## src/rtl/store_controller_pkg.sv

```systemverilog
// Shared store-side constants: funct3 codes, FSM encoding, byte-enable masks.
package store_controller_pkg;

    localparam int unsigned BE_BITS = 4;
    localparam int unsigned F3_BITS = 3;

    // Store funct3 codes
    localparam logic [F3_BITS-1:0] F3_SB = 3'b000;
    localparam logic [F3_BITS-1:0] F3_SH = 3'b001;
    localparam logic [F3_BITS-1:0] F3_SW = 3'b010;

    // FSM state encoding
    localparam logic [1:0] ST_IDLE  = 2'd0;
    localparam logic [1:0] ST_BEAT1 = 2'd1;
    localparam logic [1:0] ST_BEAT2 = 2'd2;

    // Byte-enable masks for an offset-0 access of each size
    localparam logic [BE_BITS-1:0] BE_B = 4'b0001;
    localparam logic [BE_BITS-1:0] BE_H = 4'b0011;
    localparam logic [BE_BITS-1:0] BE_W = 4'b1111;

    // Size mask for a store funct3; zero marks an illegal encoding
    function automatic logic [BE_BITS-1:0] be_mask(input logic [F3_BITS-1:0] f3);
        case (f3)
            F3_SB:   return BE_B;
            F3_SH:   return BE_H;
            F3_SW:   return BE_W;
            default: return '0;
        endcase
    endfunction

endpackage

```

## src/rtl/store_controller_if.sv

```systemverilog
// Store request and data-memory write bus seen by the store controller.
interface store_if
    import store_controller_pkg::*;
#(
    parameter int unsigned XLEN = 32
);
    logic                 store_valid;
    logic                 store_ready;
    logic [F3_BITS-1:0]   funct3;
    logic [XLEN-1:0]      addr;
    logic [XLEN-1:0]      wdata_in;
    logic                 mem_req;
    logic                 mem_ack;
    logic [XLEN-1:0]      mem_addr;
    logic [XLEN-1:0]      mem_wdata;
    logic [BE_BITS-1:0]   mem_be;
    logic                 store_done;
    logic                 store_err;
    logic                 store_misaligned;

    // Controller side
    modport slave (
        input  store_valid, funct3, addr, wdata_in, mem_ack,
        output store_ready, mem_req, mem_addr, mem_wdata, mem_be,
               store_done, store_err, store_misaligned
    );

    // Pipeline / memory side
    modport master (
        output store_valid, funct3, addr, wdata_in, mem_ack,
        input  store_ready, mem_req, mem_addr, mem_wdata, mem_be,
               store_done, store_err, store_misaligned
    );
endinterface

```

## src/rtl/store_controller_align.sv

```systemverilog
// Combinational lane alignment: byte enables and data shifted into a two-word window.
module store_align
    import store_controller_pkg::*;
#(
    parameter int unsigned XLEN = 32
) (
    input  logic [F3_BITS-1:0]   funct3,
    input  logic [1:0]           off,
    input  logic [XLEN-1:0]      data,
    output logic [2*BE_BITS-1:0] full,
    output logic [2*XLEN-1:0]    wide,
    output logic                 split,
    output logic                 illegal
);

    logic [BE_BITS-1:0] mask;

    // Shift size mask and data by the byte offset; anything past lane 3 spills into beat 2
    always_comb begin
        mask    = be_mask(funct3);
        illegal = (mask == '0);
        full    = {{BE_BITS{1'b0}}, mask} << off;
        wide    = {{XLEN{1'b0}}, data} << {off, 3'b000};
        split   = (full[2*BE_BITS-1:BE_BITS] != '0);
    end

endmodule

```

## src/rtl/store_controller.sv

```systemverilog
// Store controller: turns a decoded store into one or two aligned, byte-enabled memory writes.
module store_controller
    import store_controller_pkg::*;
#(
    parameter int unsigned XLEN        = 32,
    parameter bit          ALLOW_SPLIT = 1'b1
) (
    input  logic   clk,
    input  logic   rst,
    store_if.slave bus
);

    logic [1:0]           state_q,    state_d;
    logic                 ready_q,    ready_d;
    logic                 req_q,      req_d;
    logic [XLEN-1:0]      addr_q,     addr_d;
    logic [XLEN-1:0]      wdata_q,    wdata_d;
    logic [BE_BITS-1:0]   be_q,       be_d;
    logic [XLEN-1:0]      hi_addr_q,  hi_addr_d;
    logic [XLEN-1:0]      hi_wdata_q, hi_wdata_d;
    logic [BE_BITS-1:0]   hi_be_q,    hi_be_d;
    logic                 split_q,    split_d;
    logic                 done_q,     done_d;
    logic                 err_q,      err_d;
    logic                 mis_q,      mis_d;

    logic [2*BE_BITS-1:0] al_full;
    logic [2*XLEN-1:0]    al_wide;
    logic                 al_split;
    logic                 al_illegal;
    logic [XLEN-1:0]      base_addr;

    store_align #(.XLEN(XLEN)) u_align (
        .funct3  (bus.funct3),
        .off     (bus.addr[1:0]),
        .data    (bus.wdata_in),
        .full    (al_full),
        .wide    (al_wide),
        .split   (al_split),
        .illegal (al_illegal)
    );

    assign base_addr = {bus.addr[XLEN-1:2], 2'b00};

    // Next-state and next-output logic
    always_comb begin
        state_d    = state_q;
        ready_d    = ready_q;
        req_d      = req_q;
        addr_d     = addr_q;
        wdata_d    = wdata_q;
        be_d       = be_q;
        hi_addr_d  = hi_addr_q;
        hi_wdata_d = hi_wdata_q;
        hi_be_d    = hi_be_q;
        split_d    = split_q;
        done_d     = 1'b0;
        err_d      = 1'b0;
        mis_d      = 1'b0;

        case (state_q)
            ST_IDLE: begin
                if (bus.store_valid && ready_q) begin
                    if (al_illegal) begin
                        err_d = 1'b1;
                    end else if (al_split && !ALLOW_SPLIT) begin
                        mis_d = 1'b1;
                    end else begin
                        state_d    = ST_BEAT1;
                        ready_d    = 1'b0;
                        req_d      = 1'b1;
                        addr_d     = base_addr;
                        be_d       = al_full[BE_BITS-1:0];
                        wdata_d    = al_wide[XLEN-1:0];
                        hi_addr_d  = base_addr + XLEN'(4);
                        hi_be_d    = al_full[2*BE_BITS-1:BE_BITS];
                        hi_wdata_d = al_wide[2*XLEN-1:XLEN];
                        split_d    = al_split;
                    end
                end
            end
            ST_BEAT1: begin
                if (bus.mem_ack) begin
                    if (split_q) begin
                        state_d = ST_BEAT2;
                        addr_d  = hi_addr_q;
                        be_d    = hi_be_q;
                        wdata_d = hi_wdata_q;
                    end else begin
                        state_d = ST_IDLE;
                        ready_d = 1'b1;
                        req_d   = 1'b0;
                        be_d    = '0;
                        done_d  = 1'b1;
                    end
                end
            end
            ST_BEAT2: begin
                if (bus.mem_ack) begin
                    state_d = ST_IDLE;
                    ready_d = 1'b1;
                    req_d   = 1'b0;
                    be_d    = '0;
                    done_d  = 1'b1;
                end
            end
            default: begin
                state_d = ST_IDLE;
                ready_d = 1'b1;
                req_d   = 1'b0;
                be_d    = '0;
            end
        endcase
    end

    // State and output registers; reset abandons any in-flight beat
    always_ff @(posedge clk or posedge rst) begin
        if (rst) begin
            state_q    <= ST_IDLE;
            ready_q    <= 1'b1;
            req_q      <= 1'b0;
            addr_q     <= '0;
            wdata_q    <= '0;
            be_q       <= '0;
            hi_addr_q  <= '0;
            hi_wdata_q <= '0;
            hi_be_q    <= '0;
            split_q    <= 1'b0;
            done_q     <= 1'b0;
            err_q      <= 1'b0;
            mis_q      <= 1'b0;
        end else begin
            state_q    <= state_d;
            ready_q    <= ready_d;
            req_q      <= req_d;
            addr_q     <= addr_d;
            wdata_q    <= wdata_d;
            be_q       <= be_d;
            hi_addr_q  <= hi_addr_d;
            hi_wdata_q <= hi_wdata_d;
            hi_be_q    <= hi_be_d;
            split_q    <= split_d;
            done_q     <= done_d;
            err_q      <= err_d;
            mis_q      <= mis_d;
        end
    end

    assign bus.store_ready      = ready_q;
    assign bus.mem_req          = req_q;
    assign bus.mem_addr         = addr_q;
    assign bus.mem_wdata        = wdata_q;
    assign bus.mem_be           = be_q;
    assign bus.store_done       = done_q;
    assign bus.store_err        = err_q;
    assign bus.store_misaligned = mis_q;

endmodule

```

## src/flat_wrapper.sv

```systemverilog
// flat-port wrapper written by rule: the top's interface ports become plain ports
module store_controller_flat import store_controller_pkg::*;
#(
    parameter int unsigned XLEN        = 32,
    parameter bit          ALLOW_SPLIT = 1'b1
)
  (clk, rst, bus_store_valid, bus_funct3, bus_addr, bus_wdata_in, bus_mem_ack, bus_store_ready, bus_mem_req, bus_mem_addr, bus_mem_wdata, bus_mem_be, bus_store_done, bus_store_err, bus_store_misaligned);
  store_if #(.XLEN(XLEN)) bus_i ();
  input  logic clk;
  input  logic rst;
  input wire logic [$bits(bus_i.store_valid)-1:0] bus_store_valid;
  input wire logic [$bits(bus_i.funct3)-1:0] bus_funct3;
  input wire logic [$bits(bus_i.addr)-1:0] bus_addr;
  input wire logic [$bits(bus_i.wdata_in)-1:0] bus_wdata_in;
  input wire logic [$bits(bus_i.mem_ack)-1:0] bus_mem_ack;
  output wire logic [$bits(bus_i.store_ready)-1:0] bus_store_ready;
  output wire logic [$bits(bus_i.mem_req)-1:0] bus_mem_req;
  output wire logic [$bits(bus_i.mem_addr)-1:0] bus_mem_addr;
  output wire logic [$bits(bus_i.mem_wdata)-1:0] bus_mem_wdata;
  output wire logic [$bits(bus_i.mem_be)-1:0] bus_mem_be;
  output wire logic [$bits(bus_i.store_done)-1:0] bus_store_done;
  output wire logic [$bits(bus_i.store_err)-1:0] bus_store_err;
  output wire logic [$bits(bus_i.store_misaligned)-1:0] bus_store_misaligned;
  assign bus_i.store_valid = bus_store_valid;
  assign bus_i.funct3 = bus_funct3;
  assign bus_i.addr = bus_addr;
  assign bus_i.wdata_in = bus_wdata_in;
  assign bus_i.mem_ack = bus_mem_ack;
  assign bus_store_ready = bus_i.store_ready;
  assign bus_mem_req = bus_i.mem_req;
  assign bus_mem_addr = bus_i.mem_addr;
  assign bus_mem_wdata = bus_i.mem_wdata;
  assign bus_mem_be = bus_i.mem_be;
  assign bus_store_done = bus_i.store_done;
  assign bus_store_err = bus_i.store_err;
  assign bus_store_misaligned = bus_i.store_misaligned;
  store_controller #(.XLEN(XLEN), .ALLOW_SPLIT(ALLOW_SPLIT)) u_core (.clk(clk), .rst(rst), .bus(bus_i));
endmodule
```

## config.mk

```make
export PLATFORM = sky130hd
export DESIGN_NAME = store_controller_flat
export DESIGN_NICKNAME = d
export VERILOG_FILES = /design/src/rtl/store_controller_pkg.sv /design/src/rtl/store_controller_if.sv /design/src/rtl/store_controller_align.sv /design/src/rtl/store_controller.sv /design/src/flat_wrapper.sv
export SDC_FILE = /design/constraint.sdc
export NUM_CORES = 1
export LEC_CHECK = 0
export BUFFER_PORTS_ARGS = -buffer_cell sky130_fd_sc_hd__buf_2
export CAP_MARGIN = 5
export CORE_ASPECT_RATIO = 0.9
export CORE_MARGIN = 4
export CORE_UTILIZATION = 41
export DETAILED_ROUTE_END_ITERATION = 8
export SKIP_CTS_REPAIR_TIMING = 1
export SLEW_MARGIN = 20
export SYNTH_ARGS = -nofsm -noshare
export SYNTH_HDL_FRONTEND = slang
export SYNTH_SLANG_ARGS = --single-unit
```

## constraint.sdc

```tcl
create_clock -name clk -period 12.7 [get_ports clk]
set_clock_uncertainty 0.1 [all_clocks]
set_input_delay 2.54 -clock clk [delete_from_list [all_inputs] [get_ports clk]]
set_output_delay 2.54 -clock clk [all_outputs]
set_load 0.005 [all_outputs]
```

==> out/qor.yml <==
critical_path:
  reg2reg_slack_ns: 9.74
  path_max_fanout: 44
  arrival_ns: 4.44
  cp_data_required_time_ns: 12.89
  regToRegStartpoint: "u_core.state_q[1]"
  cp-start-kind: "input port"
  rr_endpoint: "u_core.bus.mem_wdata[1]"
  criticalPathCategory: "in2reg"
  r2r_cells: 8
  crit_path_end_kind: "flop"
cells_and_area:
  diodes: 0
  drive_gt1_frac: 0.2993
  nets: 874
  final_core_util: 0.5049
  area_growth_pct: 20.41
  nFillCells: 1466
global_routing:
  use_met1: 0.2988
  grt_max_degree: 84
  antenna_found_initial: 0
  met3_usage: 0.04947
  grt.busiest_layer: "met1"
  grt_pass1_wl_um: 29770
  track_usage: 0.2011
  met2_usage: 0.2863
  grt_overflow: 0
  grt_pass1_vias: 5545
timing:
  worst_pin_slew_ns: 1.063
  slew_headroom: 0.2857
  setup_viol_count_final: 0
  min_period_over_period: 0.3348
  min_period_ns: 4.253
  fmax_mhz: 235.2
  rsz0062_at_grt: "no"
  whs_ns: 0.3704
  maxSlewViolCount: 0
  fin_setup_tns_ns: 0
  final_hold_viol_count: 0
logic_synthesis:
  synth.distinct_cells: 49
  synth_edf_count: 0
  synth_area_leaders: "dfrtp_1 (47%), mux2_2 (8.9%), mux2i_1 (5.9%)"
  synth_area_per_cell_um2: 9.884
  netlist_area_um2: 6810
  ys_top_cells_by_count: "dfrtp_1 (129), nand2_1 (84), mux2_2 (54)"
  synth_top_cell_area_share: 0.4740
  ys_seq_area_frac: 0.4779
  synth.most_common_cell: "dfrtp_1"
  synth_ff_type: "dfrtp_1"
  synthesis.yosys.warnings: 0
  ys_ff_latch: 130
  synthArstFlopShare: 1.000
  synth_top_area_cell: "dfrtp_1"
  syn_inst: 689
placed_design:
  gp_congestion: 0.9031
  port_buffers: 140
  dp_hpwl_um: 12970
hold_path:
  hold-path-cell-count: 2
  min_from: "u_core.hi_wdata_q[9]"
  min_to: "u_core.hi_wdata_q[9]"
  hold_class: "reg2reg"
floorplan:
  start_util: 0.4193
  ios: 144
  die_w_um: 143.9
  rows: 44
  core_um2: 16240
  die_y_um: 130.3
  die_area_um2: 18740
routing:
  drt-initial-drc-count: 431
  wl_per_cell_um: 18.23
  viasPerCell: 5.716
  routed_wirelength_um: 18580
  dr.pass1.iters: 6
  ant_nets: 0
  route.detailed.drc: 0
  routed-via-count: 5825
clock_tree:
  root_buffer: "clkbuf_16"
  ctsLongestPathBuffers: 2
  cts_buffers: 17
  cts_tree: "yes"
  cts_num_sinks: 130
  insertion_delay_ns: 0.41
  clkTransAtPathRegs_ns: 0.06
  htree_levels: 4
power:
  p_per_area_nw_per_um2: 246.1
  vdd_drop_max_mv: 0.2265
  p_leak_nw: 3.789
status:
  outcome: "finished clean"
flow_run:
  max_cap_viol_count: 0
power breakdown:
group,switching (mW),internal [mW]
logic,0.458,0.365
registers,0.103,0.610
clock network,0.175,0.307
total,0.736,1.28
cells in the final DEF, fill, tap and decap left out, types with 32 or more instances in the layout:
cell type  synthesis  final
a21oi_1           42     42
nand2_1           84     84
o21ai_0           33     33
nor2_1            32     32
nand3_1           33     33
buf_2             15    140
a31oi_1           35     35
mux2_2            54     54
dfrtp_1          129    129
mux2i_1           40     40
logic make-up (layout without fill, tap and decap cells):
logic type | after synthesis | after routing | share of synthesized area
compound gates | 168 | 168 | 0.1571
other cells | 1 | 3 | 0.0005506
xor+xnor | 13 | 13 | 0.01672
mux | 94 | 94 | 0.1481
buf+inv | 74 | 195 | 0.04703
simple gates | 205 | 205 | 0.1453
flops | 130 | 130 | 0.4779
fa+ha+maj | 4 | 4 | 0.007349
state kept, by name, summed over array words and instances, names as in the netlist:
| signal | flops |
|---|---|
| u_core.bus.mem_addr | 30 |
| u_core.hi_addr_q | 30 |
| u_core.bus.store_ready | 1 |
| u_core.state_q | 2 |
| u_core.bus.mem_be | 4 |
| u_core.bus.store_done | 1 |
| u_core.bus.mem_req | 1 |
| u_core.bus.store_err | 1 |
| u_core.hi_wdata_q | 24 |
| u_core.split_q | 1 |
| u_core.bus.mem_wdata | 32 |
| u_core.hi_be_q | 3 |
layout make-up:
class | instances | area [µm²] | area share
Sequential cell | 130 | 3254 | 0.3969
Clock buffer | 21 | 480.5 | 0.05859
Inverter | 17 | 66.31 | 0.008087
Timing Repair Buffer | 146 | 745.7 | 0.09094
Multi-Input combinational cell | 487 | 3286 | 0.4007
Clock inverter | 11 | 108.9 | 0.01327
Tap cell | 207 | 259.0 | 0.03158
per-stage QoR:
stage / instance area [µm²] / instances / worst slack, ns / power, mW
floorplan: 6818 / 691 / 6.592 / 1.272
global placement: 7605 / 987 / 8.062 / 1.516
detailed placement: 7605 / 987 / 8.014 / 1.546
CTS: 8194 / 1019 / 8.438 / 2.036
global route: 8200 / 1019 / 8.289 / 2.169
finish: 8200 / 1019 / 8.447 / 2.018
worst max path at each step:
stage,from,to,slack [ns],cells after the start
2_1_floorplan,rst,u_core.bus.mem_addr[10],6.59,1
3_3_place_gp,bus_funct3[1],u_core.hi_wdata_q[11],8.06,6
4_1_cts,bus_funct3[1],u_core.hi_wdata_q[9],8.44,6
5_1_grt,bus_addr[1],u_core.bus.mem_wdata[21],8.29,5
6_report,bus_addr[1],u_core.bus.mem_wdata[21],8.45,5
3_5_place_dp,bus_funct3[1],u_core.hi_wdata_q[9],8.01,6
worst max-delay path, cell delays in order:
cell	delay (ns)
buf_2	0.55
clkinv_1	0.53
a221oi_1	0.43
a21oi_1	0.07
mux2_2	0.30
routing by layer:
| metal | wire (µm) | vias up | part of all wire |
|---|---|---|---|
| met5 | 0 | - | 0 |
| met4 | 417 | 0 | 0.022 |
| met3 | 1106 | 29 | 0.060 |
| met2 | 8231 | 210 | 0.44 |
| met1 | 8820 | 2846 | 0.47 |
| li1 | - | 2740 | - |
Note: power is estimated with default switching activity, not from simulation.
